--- src/rtl/pulse_gen_pkg.sv ---
// Shared definitions for pulse_gen_multi: register map, control bit positions and FSM states.
package pulse_gen_pkg;

  localparam int ADDR_PERIOD  = 0;
  localparam int ADDR_SYNCW   = 1;
  localparam int ADDR_CTRL    = 2;
  localparam int ADDR_BURST   = 3;
  localparam int ADDR_CH_BASE = 4;  // delay_k at base+2k, width_k at base+2k+1

  localparam int CTRL_RUN   = 0;
  localparam int CTRL_BURST = 1;

  typedef enum logic {IDLE = 1'b0, RUN = 1'b1} state_e;

  function automatic int ch_delay_addr(input int k);
    return ADDR_CH_BASE + 2 * k;
  endfunction

  function automatic int ch_width_addr(input int k);
    return ADDR_CH_BASE + 2 * k + 1;
  endfunction

endpackage

--- src/rtl/pulse_gen_multi_chan.sv ---
// One pulse channel: shadow/active delay and width plus the registered window comparator.
module pulse_chan #(
  parameter int CNT_W = 24
) (
  input  logic             clk,
  input  logic             resetn,
  input  logic             wr_delay_i,
  input  logic             wr_width_i,
  input  logic [CNT_W-1:0] wr_data_i,
  input  logic             load_i,
  input  logic             en_i,
  input  logic             pol_i,
  input  logic [CNT_W-1:0] cnt_i,
  output logic             pulse_o
);

  logic [CNT_W-1:0] delay_sh_q, width_sh_q, delay_q, width_q;
  logic [CNT_W:0]   win_end_s;
  logic             hit_s;
  logic             pulse_q;

  // Window end carries one extra bit so delay+width never wraps back into range.
  assign win_end_s = {1'b0, delay_q} + {1'b0, width_q};
  assign hit_s     = en_i && (cnt_i >= delay_q) && ({1'b0, cnt_i} < win_end_s);

  always_ff @(posedge clk or negedge resetn) begin
    if (!resetn) begin
      delay_sh_q <= '0;
      width_sh_q <= '0;
      delay_q    <= '0;
      width_q    <= '0;
      pulse_q    <= 1'b0;
    end else begin
      if (wr_delay_i) delay_sh_q <= wr_data_i;
      if (wr_width_i) width_sh_q <= wr_data_i;
      if (load_i) begin
        delay_q <= delay_sh_q;
        width_q <= width_sh_q;
      end
      pulse_q <= hit_s ^ pol_i;
    end
  end

  assign pulse_o = pulse_q;

endmodule

--- src/rtl/pulse_gen_multi.sv ---
// Multi-channel pulse generator with double-buffered register writes and burst mode.
// Optional PULSE_POLARITY_EN adds a per-channel output polarity mask register.
module pulse_gen_multi
  import pulse_gen_pkg::*;
#(
  parameter int NCH     = 4,
  parameter int CNT_W   = 24,
  parameter int BURST_W = 16,
  parameter int ADDR_W  = 5
) (
  input  logic              clk,
  input  logic              resetn,
  input  logic              wr_en,
  input  logic [ADDR_W-1:0] wr_addr,
  input  logic [CNT_W-1:0]  wr_data,
  output logic              Sync,
  output logic [NCH-1:0]    Pulse,
  output logic              busy,
  output logic              period_done
);

  state_e               state_q, state_d;
  logic [CNT_W-1:0]     cnt_q, cnt_d;
  logic [BURST_W-1:0]   burst_cnt_q, burst_cnt_d;
  logic [BURST_W:0]     burst_next_s;
  logic [CNT_W-1:0]     period_sh_q, period_q, syncw_sh_q, syncw_q, period_eff_s;
  logic [BURST_W-1:0]   burst_sh_q, burst_q;
  logic                 run_q, burst_mode_sh_q, burst_mode_q;
  logic                 running_s, wrap_s, load_s, run_clr_s;
  logic                 sync_q, done_q, busy_q;
  logic [NCH-1:0]       pol_s;

  assign period_eff_s = (period_q < CNT_W'(2)) ? CNT_W'(2) : period_q;
  assign running_s    = (state_q == RUN);
  assign wrap_s       = running_s && (cnt_q == period_eff_s - CNT_W'(1));
  // Active set tracks shadow throughout IDLE, so it is current when RUN starts.
  assign load_s       = !running_s || wrap_s;
  assign burst_next_s = {1'b0, burst_cnt_q} + {{BURST_W{1'b0}}, 1'b1};

  always_ff @(posedge clk or negedge resetn) begin
    if (!resetn) begin
      state_q     <= IDLE;
      cnt_q       <= '0;
      burst_cnt_q <= '0;
    end else begin
      state_q     <= state_d;
      cnt_q       <= cnt_d;
      burst_cnt_q <= burst_cnt_d;
    end
  end

  always_comb begin
    state_d     = state_q;
    cnt_d       = cnt_q;
    burst_cnt_d = burst_cnt_q;
    run_clr_s   = 1'b0;
    case (state_q)
      IDLE: begin
        cnt_d       = '0;
        burst_cnt_d = '0;
        if (run_q) state_d = RUN;
      end
      RUN: begin
        cnt_d = wrap_s ? '0 : cnt_q + CNT_W'(1);
        if (wrap_s) begin
          if (!run_q) state_d = IDLE;
          if (burst_mode_q) begin
            burst_cnt_d = burst_next_s[BURST_W-1:0];
            if (burst_next_s >= {1'b0, burst_q}) begin
              state_d   = IDLE;
              run_clr_s = 1'b1;
            end
          end
        end
      end
      default: state_d = IDLE;
    endcase
  end

  always_ff @(posedge clk or negedge resetn) begin
    if (!resetn) begin
      period_sh_q     <= '0;
      syncw_sh_q      <= '0;
      burst_sh_q      <= '0;
      burst_mode_sh_q <= 1'b0;
      run_q           <= 1'b0;
      period_q        <= '0;
      syncw_q         <= '0;
      burst_q         <= '0;
      burst_mode_q    <= 1'b0;
    end else begin
      if (run_clr_s) run_q <= 1'b0;
      if (wr_en && wr_addr == ADDR_W'(ADDR_PERIOD)) period_sh_q <= wr_data;
      if (wr_en && wr_addr == ADDR_W'(ADDR_SYNCW))  syncw_sh_q  <= wr_data;
      if (wr_en && wr_addr == ADDR_W'(ADDR_BURST))  burst_sh_q  <= BURST_W'(wr_data);
      if (wr_en && wr_addr == ADDR_W'(ADDR_CTRL)) begin
        run_q           <= wr_data[CTRL_RUN];
        burst_mode_sh_q <= wr_data[CTRL_BURST];
      end
      if (load_s) begin
        period_q     <= period_sh_q;
        syncw_q      <= syncw_sh_q;
        burst_q      <= burst_sh_q;
        burst_mode_q <= burst_mode_sh_q;
      end
    end
  end

`ifdef PULSE_POLARITY_EN
  logic [NCH-1:0] pol_sh_q, pol_q;

  always_ff @(posedge clk or negedge resetn) begin
    if (!resetn) begin
      pol_sh_q <= '0;
      pol_q    <= '0;
    end else begin
      if (wr_en && wr_addr == ADDR_W'(ADDR_CH_BASE + 2 * NCH)) pol_sh_q <= NCH'(wr_data);
      if (load_s) pol_q <= pol_sh_q;
    end
  end

  assign pol_s = pol_q;
`else
  assign pol_s = '0;
`endif

  always_ff @(posedge clk or negedge resetn) begin
    if (!resetn) begin
      sync_q <= 1'b0;
      done_q <= 1'b0;
      busy_q <= 1'b0;
    end else begin
      sync_q <= running_s && (cnt_q < syncw_q);
      done_q <= wrap_s;
      busy_q <= running_s;
    end
  end

  for (genvar k = 0; k < NCH; k++) begin : g_chan
    pulse_chan #(.CNT_W(CNT_W)) u_chan (
      .clk        (clk),
      .resetn     (resetn),
      .wr_delay_i (wr_en && wr_addr == ADDR_W'(ch_delay_addr(k))),
      .wr_width_i (wr_en && wr_addr == ADDR_W'(ch_width_addr(k))),
      .wr_data_i  (wr_data),
      .load_i     (load_s),
      .en_i       (running_s),
      .pol_i      (pol_s[k]),
      .cnt_i      (cnt_q),
      .pulse_o    (Pulse[k])
    );
  end

  assign Sync        = sync_q;
  assign period_done = done_q;
  assign busy        = busy_q;

endmodule

--- config.mk ---
export PLATFORM = sky130hd
export DESIGN_NAME = pulse_gen_multi
export DESIGN_NICKNAME = d
export VERILOG_FILES = /design/src/rtl/pulse_gen_pkg.sv /design/src/rtl/pulse_gen_multi_chan.sv /design/src/rtl/pulse_gen_multi.sv
export SDC_FILE = /design/constraint.sdc
export NUM_CORES = 1
export LEC_CHECK = 0
export ABC_AREA = 1
export BUFFER_PORTS_ARGS = -buffer_cell sky130_fd_sc_hd__clkbuf_2
export CAP_MARGIN = 20
export CORE_MARGIN = 2
export CORE_UTILIZATION = 30
export DETAILED_ROUTE_END_ITERATION = 6
export GPL_TIMING_DRIVEN = 0
export MAX_ROUTING_LAYER = met4
export PLACE_DENSITY = 0.45
export SYNTH_ARGS = -nofsm -noshare
export SYNTH_HDL_FRONTEND = slang
export SYNTH_HIERARCHICAL = 1
export SYNTH_SLANG_ARGS = --single-unit
--- constraint.sdc ---
create_clock -name clk -period 10.7 [get_ports clk]
set_input_delay 2.675 -clock clk [delete_from_list [all_inputs] [get_ports clk]]
set_output_delay 2.675 -clock clk [all_outputs]
set_load 0.005 [all_outputs]
==> parameters.txt, run 1 <==
Parameter                              Value

Status
  Result of the run ... completed

Synth
  Sequential cell area fraction in the yosys report ... 0.417
  Share of flip-flops with an asynchronous set or reset ... 1.00
  Post-synth top area cell ... sky130_fd_sc_hd__dfrtp_1
  Syn. warnings ... 6
  Cell area after technology mapping ... 33800 um^2
  Top-area cell type share of the netlist area ... 0.417
  Most instantiated flip-flop cell in the synthesis netlist ... sky130_fd_sc_hd__dfrtp_1
  Post-Syn Instances ... 4128
  Number of synthesized flops with an enable pin ... 0
  Most common library cells after synthesis ... sky130_fd_sc_hd__nand2_1 (966), sky130_fd_sc_hd__dfrtp_1 (563), sky130_fd_sc_hd__inv_1 (469)
  Mean area per synthesized cell ... 8.19 um^2
  Number of distinct standard cells referenced by the synthesized netlist ... 56
  Yosys reg bits ... 563
  Most used standard cell by instance count after synthesis ... sky130_fd_sc_hd__nand2_1
  Synth top area cells ... sky130_fd_sc_hd__dfrtp_1 (42%), sky130_fd_sc_hd__ha_1 (12%), sky130_fd_sc_hd__nand2_1 (11%)

Drt
  Routed wire length per instance ... 19.9 um
  Number of iterations in the first detailed-routing pass ... 5
  Post-detailed-route DRC marker count ... 0
  Iteration-0 DRC Markers ... 1849
  Final wirelength ... 116 mm
  Routed vias/inst ... 4.79
  Via count of the routed design ... 27813
  DRT antenna net count ... 0

STA
  RSZ-0062 raised after global routing ... false
  Layout Skew ... 0.0223 ns
  Worst slew margin relative to its limit ... 0.217
  Time the worst path needs with I/O delays and setup ... 5.58 ns
  Total Neg Setup Slack ... 0 ns
  Max-slew violation count ... 0
  Setup-failing EPs final ... 0
  Final period util ... 0.522
  Final hold viol count ... 0
  Worst hold-check slack ... 0.457 ns
  Worst-margin pin slew ... 1.17 ns
  Peak clock frequency supported by timing ... 179 MHz

CTS
  Number of buffers created by CTS ... 67
  Total setup buffers inserted after CTS ... 0
  Number of buffers added to fix hold violations after cts ... 0
  Max Root-Sink Buffers ... 3
  Clock-pin slew of the registers on the worst-case setup and hold paths ... 0.07 ns
  CTS HTree Levels ... 3
  Clock tree from TritonCTS ... built
  Clock root buffer ... sky130_fd_sc_hd__clkbuf_16
  Clock insertion delay at the later pin of the skew report ... 0.62 ns
  Total clock sinks ... 563
  Post-cts resize count ... 0

Critical path
  FF-to-FF path depth ... 27
  Crit path kind ... reg2reg
  Startpoint of the worst register-to-register path ... period_q[17]$_DFFE_PN0P_
  Slowest cell on crit path ... sky130_fd_sc_hd__clkbuf_1
  Required time of the worst setup path ... 11.23 ns
  Worst reg-to-reg setup slack ... 5.12 ns
  CP max FO ... 13
  Type of destination of the critical path ... flop
  Slowest Stage Delay on Critical Path ... 0.66 ns
  Critical Path AT ... 6.12 ns
  CP Launch Type ... flop
  RR Endpoint ... g_chan[1].u_chan/delay_q[13]$_DFFE_PN0P_

Finish
  Utilization of the core after routing ... 0.345
  Number of filler instances in the final layout ... 11908
  Storage element area ... 14100 um^2
  Ratio of cells with drive above 1 in the final layout ... 0.0849
  Net count reported at finish ... 4624
  Growth of design area from synthesis to finish ... 14.5%
  Area of the multi-input gates ... 17400 um^2

GRT
  Vias in the first global route ... 27802
  Overflow left after global routing ... 0
  Number of antenna violations at the first check in global routing ... 8
  First-pass GRT wire length ... 176 mm
  Largest net degree at the start of global routing ... 104
  Global-route usage over all layers ... 0.207

Pwr
  Peak supply drop ... 0.144 mV
  Fraction of power consumed by sequential logic ... 0.271
  Clock network fraction of total power ... 0.196
  Leakage Power ... 19.2 nW
  Logic pwr share ... 0.533
  Power Total ... 12.3 mW
  Switch Pwr ... 5.62 mW
  Power density over the cells ... 317 nW/um^2
  Internal portion of total power ... 6.67 mW
  Switching fraction of total power ... 0.457

Floorplan
  Number of core rows ... 123
  Die extent in x ... 340 um
  DIE HEIGHT ... 340 um
  Starting density of the core ... 0.301
  Core area ... 112000 um^2
  Number of top-level design ports ... 39
  Floorplan die area ... 115000 um^2

Worst hold path
  Startpoint of the worst hold path ... syncw_sh_q[8]$_DFFE_PN0P_
  Hold Crit Depth ... 2
  Hold Path Sink ... syncw_q[8]$_DFFE_PN0P_
  Class of the worst hold path ... reg2reg

Place
  Final GP Congestion ... 0.880
  Count of input and output buffers ... 38
  Sum of net half-perimeters after detailed placement ... 84.6 mm

Job
  Count of max-cap constraint violations ... 0
worst max-delay path by stage:
stage / cells after the start / slack [ns] / from / to
CTS: 27 / 5.11 / period_q[17]$_DFFE_PN0P_ / g_chan[1].u_chan/delay_q[12]$_DFFE_PN0P_
global placement: 1 / -7.32 / resetn / g_chan[3].u_chan/width_q[9]$_DFFE_PN0P_
finish: 27 / 5.12 / period_q[17]$_DFFE_PN0P_ / g_chan[1].u_chan/delay_q[13]$_DFFE_PN0P_
floorplan: 7 / 6.55 / wr_en / g_chan[1].u_chan/delay_sh_q[10]$_DFFE_PN0P_
global route: 27 / 4.71 / period_q[17]$_DFFE_PN0P_ / g_chan[2].u_chan/delay_q[1]$_DFFE_PN0P_
detailed placement: 27 / 5.13 / period_q[17]$_DFFE_PN0P_ / g_chan[1].u_chan/delay_q[12]$_DFFE_PN0P_
stage by stage:
stage          setup WS (ns)  cell area [um^2]  cells
2_1_floorplan           6.55             33900   4135
3_3_place_gp           -7.32             35900   5673
3_5_place_dp            5.13             36500   5693
4_1_cts                 5.11             38700   5809
5_1_grt                 4.71             38700   5809
6_report                5.12             38700   5811
registers in the layout (all words and copies together), names as in the netlist, 24 cells and up:
signal,flops
cnt_q,24
syncw_sh_q,24
g_chan.u_chan/width_q,96
g_chan.u_chan/delay_q,96
period_sh_q,24
g_chan.u_chan/width_sh_q,96
g_chan.u_chan/delay_sh_q,96
period_q,24
syncw_q,24
critical path, delay by kind of cell, from the launching register on:
kind                     cells  cell delay (ns)
adder cells (fa/ha/maj)      1             0.21
AND/OR/NAND/NOR             19             2.64
flip-flops                   1             0.42
buffers and inverters        6             2.10
AO/OA/AOI/OAI                1             0.12
power groups by stage:
stage / clock (mW) / sequential, mW / combinational [mW]
global route: 2.56 / 3.41 / 7.58
CTS: 2.47 / 3.33 / 6.57
detailed placement: 0 / 3.36 / 6.53
global placement: 0 / 3.41 / 6.39
finish: 2.41 / 3.33 / 6.55
floorplan: 0 / 3.10 / 4.99
cells in the final DEF (no fill, tap or decap), types with 63 or more instances in the layout:
| cell type | n |
|---|---|
| sky130_fd_sc_hd__a21oi_1 | 270 |
| sky130_fd_sc_hd__ha_1 | 326 |
| sky130_fd_sc_hd__xnor2_1 | 63 |
| sky130_fd_sc_hd__nand4_1 | 63 |
| sky130_fd_sc_hd__clkbuf_16 | 71 |
| sky130_fd_sc_hd__xor2_1 | 71 |
| sky130_fd_sc_hd__nand2_1 | 966 |
| sky130_fd_sc_hd__dfrtp_1 | 560 |
| sky130_fd_sc_hd__inv_1 | 469 |
| sky130_fd_sc_hd__nand3_1 | 190 |
| sky130_fd_sc_hd__clkbuf_1 | 96 |
| sky130_fd_sc_hd__nor2_1 | 356 |
| sky130_fd_sc_hd__mux2_2 | 92 |
| sky130_fd_sc_hd__o21ai_0 | 313 |
area by class of cell:
| cell class | count | area share |
|---|---|---|
| tap | 1500 | 0.0485 |
| antenna | 2 | 0.000129 |
| timing repair buffer | 58 | 0.0188 |
| inverter | 474 | 0.0459 |
| clock inverter | 21 | 0.00778 |
| clock buffer | 95 | 0.0508 |
| sequential | 563 | 0.364 |
| multi-input combinational | 2974 | 0.449 |
| buffer | 124 | 0.0152 |
kinds of logic after synthesis:
group / synth area share
AND/OR/NAND/NOR: 0.211
AO/OA/AOI/OAI: 0.114
buffers and inverters: 0.0700
flip-flops: 0.417
adder cells (fa/ha/maj): 0.123
XOR/XNOR: 0.0347
multiplexers: 0.0306
other: 0.000111
layer usage:
layer | track usage | wire length [um] | up-vias
met5 | - | 0 | -
met4 | 0.0618 | 3320 | 0
met3 | 0.0218 | 4180 | 146
met2 | 0.316 | 51000 | 458
met1 | 0.290 | 57100 | 13383
li1 | - | - | 13826
No activity file was read; power rests on OpenSTA's default activity.
==> run 2: changes to the inputs <==
- PLACE_DENSITY: 0.45 -> 0.46
- clock period: 10.7 -> 4.9 ns (I/O delays scaled with it)
==> run 2 against run 1 <==
Effect of this change:
- clock skew increased by 0.0060 ns
- highest routed layer unchanged
- critical path type unchanged
- flip-flop and latch count unchanged
- routed wire length decreased by 1.4%
- non-clock buffer count increased by 3
- core utilization about the same
- worst hold slack improved by 0.0074 ns
- worst setup slack got worse by 4.7 ns
==> parameters.txt, run 2 (synthesis gave the netlist of run 1 again) <==
Parameter                              Value

Floorplan
  Core area ... 112000 um^2 (unchanged)
  Number of top-level design ports ... 39 (unchanged)
  Starting density of the core ... 0.301 (unchanged)
  Floorplan die area ... 115000 um^2 (unchanged)
  DIE HEIGHT ... 340 um (unchanged)
  Die extent in x ... 340 um (unchanged)
  Number of core rows ... 123 (unchanged)

Finish
  Post-route cell area ... 38700 um^2 (about the same)
  Growth of design area from synthesis to finish ... 14.5% (about the same)
  Net count reported at finish ... 4626 (+0.043%)
  Most frequent cells in the layout ... sky130_fd_sc_hd__nand2_1 (966), sky130_fd_sc_hd__dfrtp_1 (561), sky130_fd_sc_hd__inv_1 (469)
  Most common library cell in the layout ignoring fill and taps ... sky130_fd_sc_hd__nand2_1
  Ratio of cells with drive above 1 in the final layout ... 0.0918 (+0.00690)

CTS
  CTS HTree Levels ... 3 (unchanged)
  Clock insertion delay at the later pin of the skew report ... 0.63 ns (about the same)
  Max Root-Sink Buffers ... 3 (unchanged)
  Clock tree from TritonCTS ... built
  Number of buffers created by CTS ... 66 (-1.5%)
  Clock-pin slew of the registers on the worst-case setup and hold paths ... 0.06 ns (about the same)
  Clock root buffer ... sky130_fd_sc_hd__clkbuf_16
  Total clock sinks ... 563 (unchanged)

Critical path
  Type of destination of the critical path ... flop
  Critical Path AT ... 4.97 ns (-1.15 ns)
  RR Endpoint ... g_chan[1].u_chan/delay_q[3]$_DFFE_PN0P_
  Crit path kind ... reg2reg
  FF-to-FF path depth ... 27 (unchanged)
  Worst reg-to-reg setup slack ... 0.44 ns (-4.68 ns)
  CP max FO ... 13 (unchanged)
  CP Launch Type ... flop
  Startpoint of the worst register-to-register path ... period_q[14]$_DFFE_PN0P_
  Required time of the worst setup path ... 5.41 ns (-5.82 ns)

Drt
  Routed vias/inst ... 4.81 (+0.54%)
  Iteration-0 DRC Markers ... 1913 (+3.5%)
  Via count of the routed design ... 27972 (+0.57%)
  Post-detailed-route DRC marker count ... 0 (unchanged)
  DRT antenna net count ... 0 (unchanged)
  Number of iterations in the first detailed-routing pass ... 5 (unchanged)
  Final wirelength ... 114 mm (-1.4%)
  Routed wire length per instance ... 19.6 um (-1.4%)

Pwr
  Leakage Power ... 19.2 nW (+0.42%)
  Peak supply drop ... 0.269 mV (+87%)
  Power density over the cells ... 686 nW/um^2 (+120%)
  Power Total ... 26.6 mW (+120%)

STA
  Total Neg Setup Slack ... 0 ns (unchanged)
  Layout Skew ... 0.0283 ns (+0.00604 ns)
  Peak clock frequency supported by timing ... 224 MHz (+25%)
  Final hold viol count ... 0 (unchanged)
  Final period util ... 0.911 (+0.389)
  RSZ-0062 raised after global routing ... false
  Time the worst path needs with I/O delays and setup ... 4.46 ns (-1.12 ns)
  Max-slew violation count ... 0 (unchanged)
  Worst hold-check slack ... 0.465 ns (+0.00738 ns)
  Setup-failing EPs final ... 0 (unchanged)
  Worst slew margin relative to its limit ... 0.214 (-0.00312)
  Worst-margin pin slew ... 1.18 ns (+0.00467 ns)

Place
  Count of input and output buffers ... 38 (unchanged)
  Sum of net half-perimeters after detailed placement ... 84.4 mm (-0.24%)
  Final GP Congestion ... 0.897 (+2.0%)
  Standard cell area after detailed placement ... 36500 um^2 (about the same)

Job
  Count of max-cap constraint violations ... 0 (unchanged)

Status
  Result of the run ... completed

Worst hold path
  Hold Path Sink ... g_chan[2].u_chan/delay_q[3]$_DFFE_PN0P_
  Class of the worst hold path ... reg2reg
  Hold Crit Depth ... 2 (unchanged)
  Startpoint of the worst hold path ... g_chan[2].u_chan/delay_sh_q[3]$_DFFE_PN0P_

GRT
  Vias in the first global route ... 27420 (-1.4%)
  First-pass GRT wire length ... 172 mm (-2.3%)
  Overflow left after global routing ... 0 (unchanged)
  Largest net degree at the start of global routing ... 105 (+0.96%)
  Number of antenna violations at the first check in global routing ... 4 (-4)
  Global-route usage over all layers ... 0.202 (-0.00508)
-- run 2: worst max-delay path: stages, from the launching register on --
cell	delay, ns
sky130_fd_sc_hd__dfrtp_1	0.44
sky130_fd_sc_hd__nor2_1	0.18
sky130_fd_sc_hd__nand2_1	0.12
sky130_fd_sc_hd__nor2_2	0.16
sky130_fd_sc_hd__nand3_2	0.13
sky130_fd_sc_hd__buf_6	0.17
sky130_fd_sc_hd__nand2_1	0.08
sky130_fd_sc_hd__ha_1	0.20
sky130_fd_sc_hd__nand2_2	0.11
sky130_fd_sc_hd__nor2_4	0.20
sky130_fd_sc_hd__nand2_2	0.13
sky130_fd_sc_hd__o21ai_1	0.14
sky130_fd_sc_hd__nand2_1	0.09
sky130_fd_sc_hd__nand2_1	0.07
sky130_fd_sc_hd__inv_1	0.06
sky130_fd_sc_hd__nor2_1	0.17
sky130_fd_sc_hd__nand3_1	0.11
sky130_fd_sc_hd__nor2_1	0.11
sky130_fd_sc_hd__nand2_1	0.12
sky130_fd_sc_hd__nor2_4	0.14
sky130_fd_sc_hd__inv_2	0.08
sky130_fd_sc_hd__nand2_4	0.20
sky130_fd_sc_hd__buf_12	0.24
sky130_fd_sc_hd__clkbuf_2	0.22
sky130_fd_sc_hd__buf_2	0.26
sky130_fd_sc_hd__clkbuf_4	0.26
sky130_fd_sc_hd__nand2_1	0.07
sky130_fd_sc_hd__o21ai_0	0.09
-- run 2: timing repair --
item	in CTS	in global routing
hold buffers	0	0
gates resized for setup	21	33
gates cloned	0	0
setup endpoints to repair	181	192
pin swaps	0	1
setup buffers	0	1
-- run 2: report_power, final --
part	internal, mW	switching, mW
logic	5.36	8.92
clock network	2.97	2.05
registers	6.03	1.23
total	14.4	12.2
-- run 2: worst max path at each step --
| stage | startpoint | to | slack [ns] | cells past startpoint |
|---|---|---|---|---|
| floorplan | period_q[4]$_DFFE_PN0P_ | g_chan[1].u_chan/width_q[10]$_DFFE_PN0P_ | 1.13 | 26 |
| global placement | resetn | g_chan[3].u_chan/width_q[8]$_DFFE_PN0P_ | -11.62 | 1 |
| detailed placement | period_q[17]$_DFFE_PN0P_ | g_chan[1].u_chan/width_q[23]$_DFFE_PN0P_ | -0.65 | 26 |
| CTS | period_q[17]$_DFFE_PN0P_ | g_chan[2].u_chan/delay_q[1]$_DFFE_PN0P_ | 0.004 | 27 |
| global route | period_q[12]$_DFFE_PN0P_ | g_chan[1].u_chan/delay_q[3]$_DFFE_PN0P_ | 0.04 | 27 |
| finish | period_q[14]$_DFFE_PN0P_ | g_chan[1].u_chan/delay_q[3]$_DFFE_PN0P_ | 0.44 | 27 |
-- run 2: through the flow --
step	instances	util	setup slack, ns
2_1_floorplan	4135	-	1.13
3_3_place_gp	5673	0.320	-11.62
3_5_place_dp	5694	0.325	-0.646
4_1_cts	5810	0.345	0.00397
5_1_grt	5812	0.345	0.0353
6_report	5813	0.345	0.437
-- run 2: routing by layer --
metal | vias up | part of all wire | GRT usage
met5 | - | 0 | -
met4 | 0 | 0.028 | 0.0564
met3 | 156 | 0.039 | 0.0227
met2 | 497 | 0.45 | 0.316
met1 | 13496 | 0.48 | 0.277
li1 | 13823 | - | -
-- run 2: final cells by class --
class,count,area (um^2)
fillers,11906,73500
multi-input cells,2974,17400
flip-flops and latches,563,14100
clock buffers,96,1950
well taps,1500,1880
inverters,474,1780
repair buffers,61,767
plain buffers,124,657
clock inverters,20,221
diodes,1,2.50
